File: config.mk
export PLATFORM = sky130hd
export DESIGN_NAME = twiddle_seq_ctrl
export DESIGN_NICKNAME = d
export VERILOG_FILES = /design/src/rtl/twiddle_pkg.sv /design/src/rtl/twiddle_tag_fifo.sv /design/src/rtl/twiddle_seq_ctrl.sv
export SDC_FILE = /design/constraint.sdc
export NUM_CORES = 1
export LEC_CHECK = 0
export CAP_MARGIN = 10
export CORE_ASPECT_RATIO = 0.8
export CORE_UTILIZATION = 57
export DETAILED_ROUTE_END_ITERATION = 8
export PLACE_DENSITY = 0.8
export SLEW_MARGIN = 20
export SYNTH_ARGS = -nofsm -noshare
export SYNTH_HDL_FRONTEND = slang
export SYNTH_HIERARCHICAL = 1
export SYNTH_SLANG_ARGS = --single-unit
export TNS_END_PERCENT = 50
File: constraint.sdc
create_clock -name clk_i -period 4.5 [get_ports clk_i]
set_input_delay 1.125 -clock clk_i [delete_from_list [all_inputs] [get_ports clk_i]]
set_output_delay 1.125 -clock clk_i [all_outputs]
set_load 0.05 [all_outputs]
File: src/rtl/twiddle_pkg.sv
// Shared types for the twiddle-factor sequencer.
//   tw_seq_state_e : sequencer FSM states
//   tw_tag_t       : per-twiddle tags {stage, stage_last, last}
//   tw_entry_t     : one output-buffer entry {data, tag}
package twiddle_pkg;

  localparam int TW_DATA_WIDTH = 32;
  localparam int TW_TAG_WIDTH  = 6;

  typedef enum logic [1:0] {
    IDLE  = 2'd0,
    RUN   = 2'd1,
    DRAIN = 2'd2,
    DONE  = 2'd3
  } tw_seq_state_e;

  typedef struct packed {
    logic [3:0] stage;
    logic       stage_last;
    logic       last;
  } tw_tag_t;

  typedef struct packed {
    logic [TW_DATA_WIDTH-1:0] data;
    tw_tag_t                  tag;
  } tw_entry_t;

endpackage

File: src/rtl/twiddle_tag_fifo.sv
// Synchronous FIFO holding {twiddle data, tag} entries.
// Ports:
//   clk_i, reset_i     : clock, synchronous active-high reset
//   clear_i            : synchronous flush (empties the FIFO)
//   push_i, push_*_i   : write strobe and entry contents
//   pop_i              : read strobe; head advances on the next edge
//   head_*_o           : current head entry (valid only when !empty_o)
//   count_o, empty_o, full_o : occupancy status
module twiddle_tag_fifo
  import twiddle_pkg::*;
#(
  parameter int DEPTH   = 4,
  parameter int COUNT_W = $clog2(DEPTH + 1)
) (
  input  logic                     clk_i,
  input  logic                     reset_i,
  input  logic                     clear_i,
  input  logic                     push_i,
  input  logic [TW_DATA_WIDTH-1:0] push_data_i,
  input  tw_tag_t                  push_tag_i,
  input  logic                     pop_i,
  output logic [TW_DATA_WIDTH-1:0] head_data_o,
  output tw_tag_t                  head_tag_o,
  output logic [COUNT_W-1:0]       count_o,
  output logic                     empty_o,
  output logic                     full_o
);

  localparam int PTR_W = (DEPTH > 1) ? $clog2(DEPTH) : 1;

  tw_entry_t          mem_r [DEPTH];
  logic [PTR_W-1:0]   wr_ptr_r;
  logic [PTR_W-1:0]   rd_ptr_r;
  logic [COUNT_W-1:0] count_r;
  logic [COUNT_W-1:0] count_nxt_s;
  logic               push_ok_s;
  logic               pop_ok_s;

  assign empty_o = (count_r == {COUNT_W{1'b0}});
  assign full_o  = (count_r == COUNT_W'(DEPTH));
  assign count_o = count_r;

  // A push into a full FIFO is only accepted when a pop frees the slot in the same cycle.
  assign push_ok_s = push_i && (!full_o || pop_i);
  assign pop_ok_s  = pop_i && !empty_o;

  assign head_data_o = mem_r[rd_ptr_r].data;
  assign head_tag_o  = mem_r[rd_ptr_r].tag;

  // Occupancy update: simultaneous push and pop leave the count unchanged.
  always_comb begin
    count_nxt_s = count_r;
    case ({push_ok_s, pop_ok_s})
      2'b10:   count_nxt_s = count_r + COUNT_W'(1);
      2'b01:   count_nxt_s = count_r - COUNT_W'(1);
      default: count_nxt_s = count_r;
    endcase
  end

  // Storage array; contents need no reset because outputs are qualified by empty_o.
  always_ff @(posedge clk_i) begin
    if (push_ok_s && !clear_i && !reset_i) begin
      mem_r[wr_ptr_r] <= '{data: push_data_i, tag: push_tag_i};
    end
  end

  // Pointers and count, with reset and clear taking priority over traffic.
  always_ff @(posedge clk_i) begin
    if (reset_i || clear_i) begin
      wr_ptr_r <= {PTR_W{1'b0}};
      rd_ptr_r <= {PTR_W{1'b0}};
      count_r  <= {COUNT_W{1'b0}};
    end else begin
      if (push_ok_s) begin
        wr_ptr_r <= (wr_ptr_r == PTR_W'(DEPTH - 1)) ? {PTR_W{1'b0}} : wr_ptr_r + PTR_W'(1);
      end
      if (pop_ok_s) begin
        rd_ptr_r <= (rd_ptr_r == PTR_W'(DEPTH - 1)) ? {PTR_W{1'b0}} : rd_ptr_r + PTR_W'(1);
      end
      count_r <= count_nxt_s;
    end
  end

endmodule

File: src/rtl/twiddle_seq_ctrl.sv
// Twiddle-factor ROM sequencer for a radix-2 DIT FFT of length N = 2^L.
// Walks stages s = 0..L-1 and butterflies j = 0..N/2-1, issues ROM reads,
// buffers the one-cycle-late ROM data with its tags, and presents twiddles
// to the butterfly datapath over valid/ready.
// Ports:
//   clk_i, reset_i                  : clock, synchronous active-high reset
//   start_i, fft_len_log2_i         : start request and transform size L
//   abort_i                         : synchronous flush back to IDLE
//   busy_o, done_o, err_o           : status (busy level, done/err pulses)
//   rom_addr_o, rom_addr_valid_o    : ROM read request
//   rom_data_i, rom_data_valid_i    : ROM read return (one cycle later)
//   tw_*_o, tw_ready_i              : twiddle stream to the butterfly
module twiddle_seq_ctrl
  import twiddle_pkg::*;
#(
  parameter int MAX_FFT_LENGTH_LOG2 = 12,
  parameter int FIFO_DEPTH          = 4,
  parameter int ROM_ADDR_WIDTH      = 16
) (
  input  logic                      clk_i,
  input  logic                      reset_i,
  input  logic                      start_i,
  input  logic [3:0]                fft_len_log2_i,
  input  logic                      abort_i,
  output logic                      busy_o,
  output logic                      done_o,
  output logic                      err_o,
  output logic [ROM_ADDR_WIDTH-1:0] rom_addr_o,
  output logic                      rom_addr_valid_o,
  input  logic [TW_DATA_WIDTH-1:0]  rom_data_i,
  input  logic                      rom_data_valid_i,
  output logic [TW_DATA_WIDTH-1:0]  tw_data_o,
  output logic                      tw_valid_o,
  input  logic                      tw_ready_i,
  output logic [3:0]                tw_stage_o,
  output logic                      tw_stage_last_o,
  output logic                      tw_last_o
);

  localparam int         J_W   = MAX_FFT_LENGTH_LOG2;
  localparam int         CNT_W = $clog2(FIFO_DEPTH + 1);
  localparam logic [3:0] MAX_L = 4'(MAX_FFT_LENGTH_LOG2);

  tw_seq_state_e            state_r;
  tw_seq_state_e            state_nxt_s;
  logic [3:0]               s_r;
  logic [J_W-1:0]           j_r;
  logic [3:0]               len_r;
  logic                     inflight_r;
  tw_tag_t                  tag_r;
  logic                     busy_r;
  logic                     done_r;
  logic                     err_r;

  logic                     len_ok_s;
  logic                     start_ok_s;
  logic                     start_bad_s;
  logic [CNT_W:0]           used_s;
  logic                     credit_s;
  logic                     issue_s;
  logic [J_W-1:0]           half_m1_s;
  logic                     stage_last_s;
  logic                     last_s;
  logic [J_W-1:0]           mask_s;
  logic [3:0]               shift_s;
  logic [J_W-1:0]           addr_full_s;

  logic                     fifo_push_s;
  logic                     fifo_pop_s;
  logic [TW_DATA_WIDTH-1:0] head_data_s;
  tw_tag_t                  head_tag_s;
  logic [CNT_W-1:0]         fifo_count_s;
  logic                     fifo_empty_s;
  logic                     fifo_full_s;

  assign len_ok_s    = (fft_len_log2_i != 4'd0) && (fft_len_log2_i <= MAX_L);
  assign start_ok_s  = (state_r == IDLE) && start_i && !abort_i && len_ok_s;
  assign start_bad_s = (state_r == IDLE) && start_i && !abort_i && !len_ok_s;

  // Credit: every issued read must land in a free slot since the ROM cannot stall.
  // A pop in the same cycle is deliberately not counted as credit.
  assign used_s   = {1'b0, fifo_count_s} + (CNT_W + 1)'(inflight_r);
  assign credit_s = (used_s < (CNT_W + 1)'(FIFO_DEPTH)) && !fifo_full_s;
  assign issue_s  = (state_r == RUN) && credit_s;

  // N/2 - 1 for the latched length; also the last j of every stage.
  assign half_m1_s    = (J_W'(1) << (len_r - 4'd1)) - J_W'(1);
  assign stage_last_s = (j_r == half_m1_s);
  assign last_s       = stage_last_s && (s_r == (len_r - 4'd1));

  // Twiddle index for stage s: keep the low s bits of j and scale to the MAX-point table.
  assign mask_s      = (J_W'(1) << s_r) - J_W'(1);
  assign shift_s     = MAX_L - 4'd1 - s_r;
  assign addr_full_s = (j_r & mask_s) << shift_s;

  assign rom_addr_valid_o = issue_s;
  assign rom_addr_o       = issue_s ? ROM_ADDR_WIDTH'(addr_full_s) : {ROM_ADDR_WIDTH{1'b0}};

  // Returns seen in IDLE (including the one right after an abort) are dropped.
  assign fifo_push_s = rom_data_valid_i && (state_r != IDLE);
  assign fifo_pop_s  = tw_ready_i && !fifo_empty_s;

  twiddle_tag_fifo #(
    .DEPTH   (FIFO_DEPTH),
    .COUNT_W (CNT_W)
  ) u_fifo (
    .clk_i       (clk_i),
    .reset_i     (reset_i),
    .clear_i     (abort_i),
    .push_i      (fifo_push_s),
    .push_data_i (rom_data_i),
    .push_tag_i  (tag_r),
    .pop_i       (fifo_pop_s),
    .head_data_o (head_data_s),
    .head_tag_o  (head_tag_s),
    .count_o     (fifo_count_s),
    .empty_o     (fifo_empty_s),
    .full_o      (fifo_full_s)
  );

  // Head of the buffer drives the butterfly; everything reads zero while empty.
  assign tw_valid_o      = !fifo_empty_s;
  assign tw_data_o       = fifo_empty_s ? {TW_DATA_WIDTH{1'b0}} : head_data_s;
  assign tw_stage_o      = fifo_empty_s ? 4'd0 : head_tag_s.stage;
  assign tw_stage_last_o = fifo_empty_s ? 1'b0 : head_tag_s.stage_last;
  assign tw_last_o       = fifo_empty_s ? 1'b0 : head_tag_s.last;

  assign busy_o = busy_r;
  assign done_o = done_r;
  assign err_o  = err_r;

  // Next-state logic; abort overrides every state.
  always_comb begin
    state_nxt_s = state_r;
    if (abort_i) begin
      state_nxt_s = IDLE;
    end else begin
      case (state_r)
        IDLE: begin
          if (start_ok_s) begin
            state_nxt_s = RUN;
          end else begin
            state_nxt_s = IDLE;
          end
        end
        RUN: begin
          if (issue_s && last_s) begin
            state_nxt_s = DRAIN;
          end else begin
            state_nxt_s = RUN;
          end
        end
        DRAIN: begin
          if (fifo_empty_s && !inflight_r) begin
            state_nxt_s = DONE;
          end else begin
            state_nxt_s = DRAIN;
          end
        end
        DONE:    state_nxt_s = IDLE;
        default: state_nxt_s = IDLE;
      endcase
    end
  end

  // State register and registered status outputs derived from the next state.
  always_ff @(posedge clk_i) begin
    if (reset_i) begin
      state_r <= IDLE;
      busy_r  <= 1'b0;
      done_r  <= 1'b0;
      err_r   <= 1'b0;
    end else begin
      state_r <= state_nxt_s;
      busy_r  <= (state_nxt_s == RUN) || (state_nxt_s == DRAIN);
      done_r  <= (state_nxt_s == DONE);
      err_r   <= start_bad_s;
    end
  end

  // Address counters, latched length, in-flight flag and the issue-time tag.
  always_ff @(posedge clk_i) begin
    if (reset_i || abort_i) begin
      s_r        <= 4'd0;
      j_r        <= {J_W{1'b0}};
      len_r      <= 4'd0;
      inflight_r <= 1'b0;
      tag_r      <= tw_tag_t'(6'd0);
    end else begin
      inflight_r <= issue_s;
      if (start_ok_s) begin
        s_r   <= 4'd0;
        j_r   <= {J_W{1'b0}};
        len_r <= fft_len_log2_i;
      end else if (issue_s) begin
        tag_r <= '{stage: s_r, stage_last: stage_last_s, last: last_s};
        if (stage_last_s) begin
          j_r <= {J_W{1'b0}};
          s_r <= s_r + 4'd1;
        end else begin
          j_r <= j_r + J_W'(1);
        end
      end
    end
  end

endmodule

Word-level counts from Yosys, hierarchy flattened
Memories as Yosys holds them, arrays and structs flattened. A register that Yosys moved wholly into a read port is not among the register bits.
Cells that the tools add are included.
W data, S select, Z words.
{ "totals": {"wordCells": 97, "mem_bits_rw": 152, "reg_bits": 39, "latch_bits": 0, "rom_bits": 0, "mem_count": 1, "in_bits": 42, "out_inout_bits": 59} }
{ "mem_list": {"columns": ["memory", "depth", "width", "rd", "rd_clocked_by_memory_dff", "write_ports", "line", "rtl"], "rows": [
  ["u_fifo.mem_r", 4, 38, 1, 1, 1, "twiddle_tag_fifo.sv:31", "tw_entry_t mem_r [DEPTH];"]
]} }
{ "op_classes": {"add_sub_neg": 11, "muxes": 18, "reduce_logical": 33, "n_shift": 3, "magnitude_cmp": 2, "div": 0, "bitwise_logic": 2, "n_eq_ne": 13, "n_mul": 0} }
{ "ops": {"columns": ["op", "count"], "rows": [
  ["$mux W32", 1],
  ["$mux W12", 2],
  ["$shl A1 B4 Y12 const A", 2],
  ["$sub A12 B2 Y12 const B", 2],
  ["$logic_and A1 B1 Y1", 16],
  ["$eq A2 B2 Y1 const B", 7],
  ["$add A12 B1 Y12 const B", 1],
  ["$and A12 B12 Y12", 1],
  ["$eq A12 B12 Y1", 1],
  ["$mux W2", 6],
  ["$shl A12 B4 Y12", 1],
  ["$pmux W2 S4", 1],
  ["$eq A2 B1 Y1 const B", 3],
  ["$logic_not A1 Y1", 6],
  ["$mux W1", 6],
  ["$pmux W3 S2", 1],
  ["$add A2 B1 Y2 const B", 2],
  ["$add A3 B1 Y4", 1],
  ["$add A4 B1 Y4 const B", 1],
  ["$eq A4 B4 Y1", 1],
  ["$le A4 B4 Y1 const B", 1],
  ["$lt A4 B3 Y1 const B", 1],
  ["$mux W4", 1],
  ["$reduce_and A2 Y1", 2],
  ["other kinds (12)", 15]
]} }

Logic depth before layout (Yosys ltp)
{ "depth": {"depth_word": 11, "ltp_mapped": 19, "ltp_nobuf": 16} }

Hierarchy
Netlist, hierarchy kept.
{ "modules_own_cells": {"columns": ["module", "n_inst", "cells_each", "area_each_um2"], "rows": [
  ["twiddle_tag_fifo", 1, 254, 5977.0],
  ["twiddle_seq_ctrl", 1, 471, 3553.4]
]} }

Worst setup path before layout
Ideal clock, no wire load.
{ "synth_timing": {"path_type": "register -> output", "start": "register s_r[2]", "end": "output port rom_addr_o[9]", "setup_slack_ps": 69, "t_required_ps": 3375, "path_stages_with_launch": 12, "path_buffers": 2, "arrival_time_ps": 3306, "path_cell_list": "dfxtp_1 > clkbuf_1 > inv_1 > ha_1 > clkbuf_1 > or3_1 > a21oi_1 > o31ai_1 > o21a_1 > mux2i_1 > a21oi_1 > o32ai_1"} }
{ "synth_via": {"elab_chain_cells": 5, "elab_cells_between_ends": 6} }
{ "synth_rtl": {"columns": ["element", "line", "rtl"], "rows": [
  ["start: declaration", "twiddle_seq_ctrl.sv:46", "logic [3:0] s_r;"],
  ["start signal: assignment", "twiddle_seq_ctrl.sv:199", "s_r <= s_r + 4'd1;"],
  ["$shl A1 B4 Y12", "twiddle_seq_ctrl.sv:92", "assign mask_s = (J_W'(1) << s_r) - J_W'(1);"],
  ["$sub A12 B2 Y12", "twiddle_seq_ctrl.sv:92", null],
  ["$and A12 B12 Y12", "twiddle_seq_ctrl.sv:94", "assign addr_full_s = (j_r & mask_s) << shift_s;"],
  ["$shl A12 B4 Y12 *", "twiddle_seq_ctrl.sv:94", null],
  ["$mux W12 *", "twiddle_seq_ctrl.sv:97", "assign rom_addr_o = issue_s ? ROM_ADDR_WIDTH'(addr_full_s) : {ROM_ADDR_WIDTH{1'b0}};"],
  ["end: declaration", "twiddle_seq_ctrl.sv:28", "output logic [ROM_ADDR_WIDTH-1:0] rom_addr_o,"]
]} }
Every way passes the cells marked *; elsewhere a longest branch is shown, timed or not.

Worst setup path after layout
{ "layout_timing": {"start": "register s_r[1]", "end": "output port rom_addr_o[8]"} }
Same word-level chain as after synthesis.

==> metrics.yaml <==
syn_to_final_growth_pct: 20.1
layout_commonest_cell: "edfxtp_1"
ant_nets: 0
relSlewSlack: 0.547
power.density_nw_per_um2: 316
diodes: 0
ios: 101
first_pass_iters: 5
drc_errors: 0
cp-start-kind: "flip-flop"
p_switching_uw: 820
synth-seq-cells: 193
cts_setup_buffers: 0
critical_path_required_ns: 3.38
yosys_warnings: 6
status: "completed"
netSwitchingFraction: 0.227
cap_violations: 0
period_needed_ns: 4.36
yosysUniqueCellTypes: 83
layout_common_cells: "edfxtp_1 (152), clkdlybuf4s50_1 (85), nor2_1 (51), nor2b_1 (50), nand2_1 (41)"
place_inst: 1014
rsz0062_at_grt: "yes"
drtIter0Drc: 596
synth_area_sq_um: 9530
tightest_slew_ns: 0.679
wl_mm: 21.5
whs_ns: 0.503
yosys_most_used_dff: "edfxtp_1"
fin_cells: 1046
place_hpwl_mm: 14.3
synth.avg_cell_area_sq_um: 13.1
grt_pass1_wl_mm: 34.2
vias: 6339
p_int_mw: 2.79
wire_per_inst_um: 20.6
core-area_sq_um: 16100
finalSetupViolCount: 0
cp_max_fo: 18
grt_usage: 0.260
clock_latency_ns: 0.43
pre_cts_ws_ns: 0.288
io_buffers: 96
initial_core_util: 0.594
period_share: 0.969
comb_power_share: 0.048
crit_path_end_kind: "output pin"
grt_pass1_vias: 6207
num_rows: 41
dieWidth_um: 147
cts_buffers: 17
clkTransAtPathRegs_ns: 0.07
cts.sinks: 193
gp_congestion: 0.866
worstSetupPathType: "flip-flop to output pin"
peakVddDrop_mv: 0.311
setup_ws_ns: 0.141
cts_max_path_buffers: 2
synth_edf_count: 152
dieHeight_um: 118
cts_tree: "built"
final_max_slew_viol_count: 0
fp.dieArea_sq_um: 17200
grt_max_degree: 40
min_path_type: "flip-flop to flip-flop"
synth_cells: 725
p_clk_frac: 0.420
cp.arrival_ns: 3.23
p_leak_nw: 3.80
seq_area_frac_synth: 0.565
final_layout_size_suffix_gt1_frac: 0.187
power_frac_seq: 0.532
fin_skew_ns: 0.00955
antenna_found_initial: 0
clockRootBuffer: "clkbuf_16"
synthArstFlopShare: 0
fmax_mhz: 229
nNetsFinal: 882
cts_max_level: 4
routed_via_density: 6.06
hold_viol: 0
gr-total-overflow: 0
[registers in the layout (all words and copies together), names as in the netlist, named ones only]
| name | cells |
|---|---|
| busy_o | 1 |
| done_o | 1 |
| err_o | 1 |
| inflight_r | 1 |
| j_r | 12 |
| len_r | 4 |
| s_r | 4 |
| state_r | 2 |
| tag_r | 6 |
| u_fifo/count_o | 3 |
| u_fifo/mem_r | 152 |
| u_fifo/rd_ptr_r | 2 |
| u_fifo/wr_ptr_r | 2 |
[metal layers]
layer	vias up	track usage	share of wire
li1	2915	-	-
met1	3134	0.379	0.44
met5	-	0	0
met3	25	0.0434	0.068
met4	0	0.0781	0.012
met2	265	0.402	0.47
[cell type report]
type                            instances  area (sq um)
Multi-Input combinational cell        465          3840
Sequential cell                       193          5390
Timing Repair Buffer                  121          1260
Tap cell                              215           269
Clock buffer                           17           425
Clock inverter                         15           184
Inverter                               20          75.1
Fill cell                            1016          4610
[per-stage QoR]
step	total power [mW]	area, sq um	util	setup TNS, ns
final	3.61	11400	0.713	0
after global routing	3.71	11400	0.713	-0.123
after CTS	3.64	11400	0.710	0
after detailed placement	2.13	10800	0.672	0
after global placement	2.13	10800	0.672	0
after floorplan	2.06	9540	-	0
[critical path, cell delays in order, from the launching register on]
cell and delay, ns:
dfxtp_1 0.49, buf_4 0.30, ha_1 0.33, nor2b_1 0.21, o21bai_1 0.14, a21oi_1 0.23
o211ai_1 0.13, a21boi_2 0.20, a21oi_1 0.21, a21oi_1 0.11, o32ai_2 0.28, buf_12 0.18
[synth_stat cells, drive strengths merged (3+ instances only)]
cell type / number / area, sq um
edfxtp: 152 / 4560
nor2: 61 / 304
nor2b: 50 / 313
dfxtp: 41 / 821
nand2: 41 / 154
mux4: 38 / 856
a21oi: 27 / 135
buf: 27 / 195
o21ai: 24 / 120
clkbuf: 23 / 86.3
ha: 21 / 263
inv: 20 / 75.1
xnor2: 16 / 148
xor2: 15 / 131
nand4: 14 / 103
and3: 11 / 72.6
nand3: 11 / 55.1
nor3: 11 / 55.1
o31ai: 10 / 85.1
mux2i: 9 / 90.1
nor4: 8 / 77.6
o211ai: 8 / 65.1
or3: 8 / 50.1
nand2b: 5 / 31.3
a211oi: 4 / 30.0
a22oi: 4 / 30.0
a31oi: 4 / 25.0
and2: 4 / 27.5
mux2: 4 / 52.6
or2: 4 / 27.5
o21a: 3 / 22.5
or3b: 3 / 26.3
[what timing repair did]
item                       CTS  global route
setup endpoints to repair    0             9
resized for setup            0             8
hold buffers                 0             0
[path summary, 6_finish.rpt]
path                 startpoint            end  slack, ns  depth (start not counted)
max                      s_r[1]  rom_addr_o[8]       0.14                         11
max reg2reg            len_r[0]         busy_o       0.41                         15
min          u_fifo/rd_ptr_r[0]      flip-flop       0.50                          2
min reg2reg  u_fifo/rd_ptr_r[0]      flip-flop       0.50                          2
[power groups by stage]
stage / Combinational (mW) / Sequential, mW / Clock (mW)
global placement: 0.165 / 1.96 / 0
detailed placement: 0.170 / 1.96 / 0
finish: 0.175 / 1.92 / 1.52
global route: 0.188 / 1.92 / 1.61
CTS: 0.172 / 1.92 / 1.54
floorplan: 0.0977 / 1.96 / 0
[cell families (layout without fill, tap and decap cells)]
group / Yosys count / count (layout) / share of synthesized area
adder cells (fa/ha/maj): 22 / 22 / 0.0297
multiplexers: 51 / 51 / 0.105
buffers and inverters: 70 / 173 / 0.0374
flip-flops: 193 / 193 / 0.565
AND/OR/NAND/NOR: 243 / 243 / 0.148
XOR/XNOR: 32 / 32 / 0.0318
other: 1 / 4 / 0.000393
AO/OA/AOI/OAI: 113 / 113 / 0.0824
(Power assumes the default switching activity.)
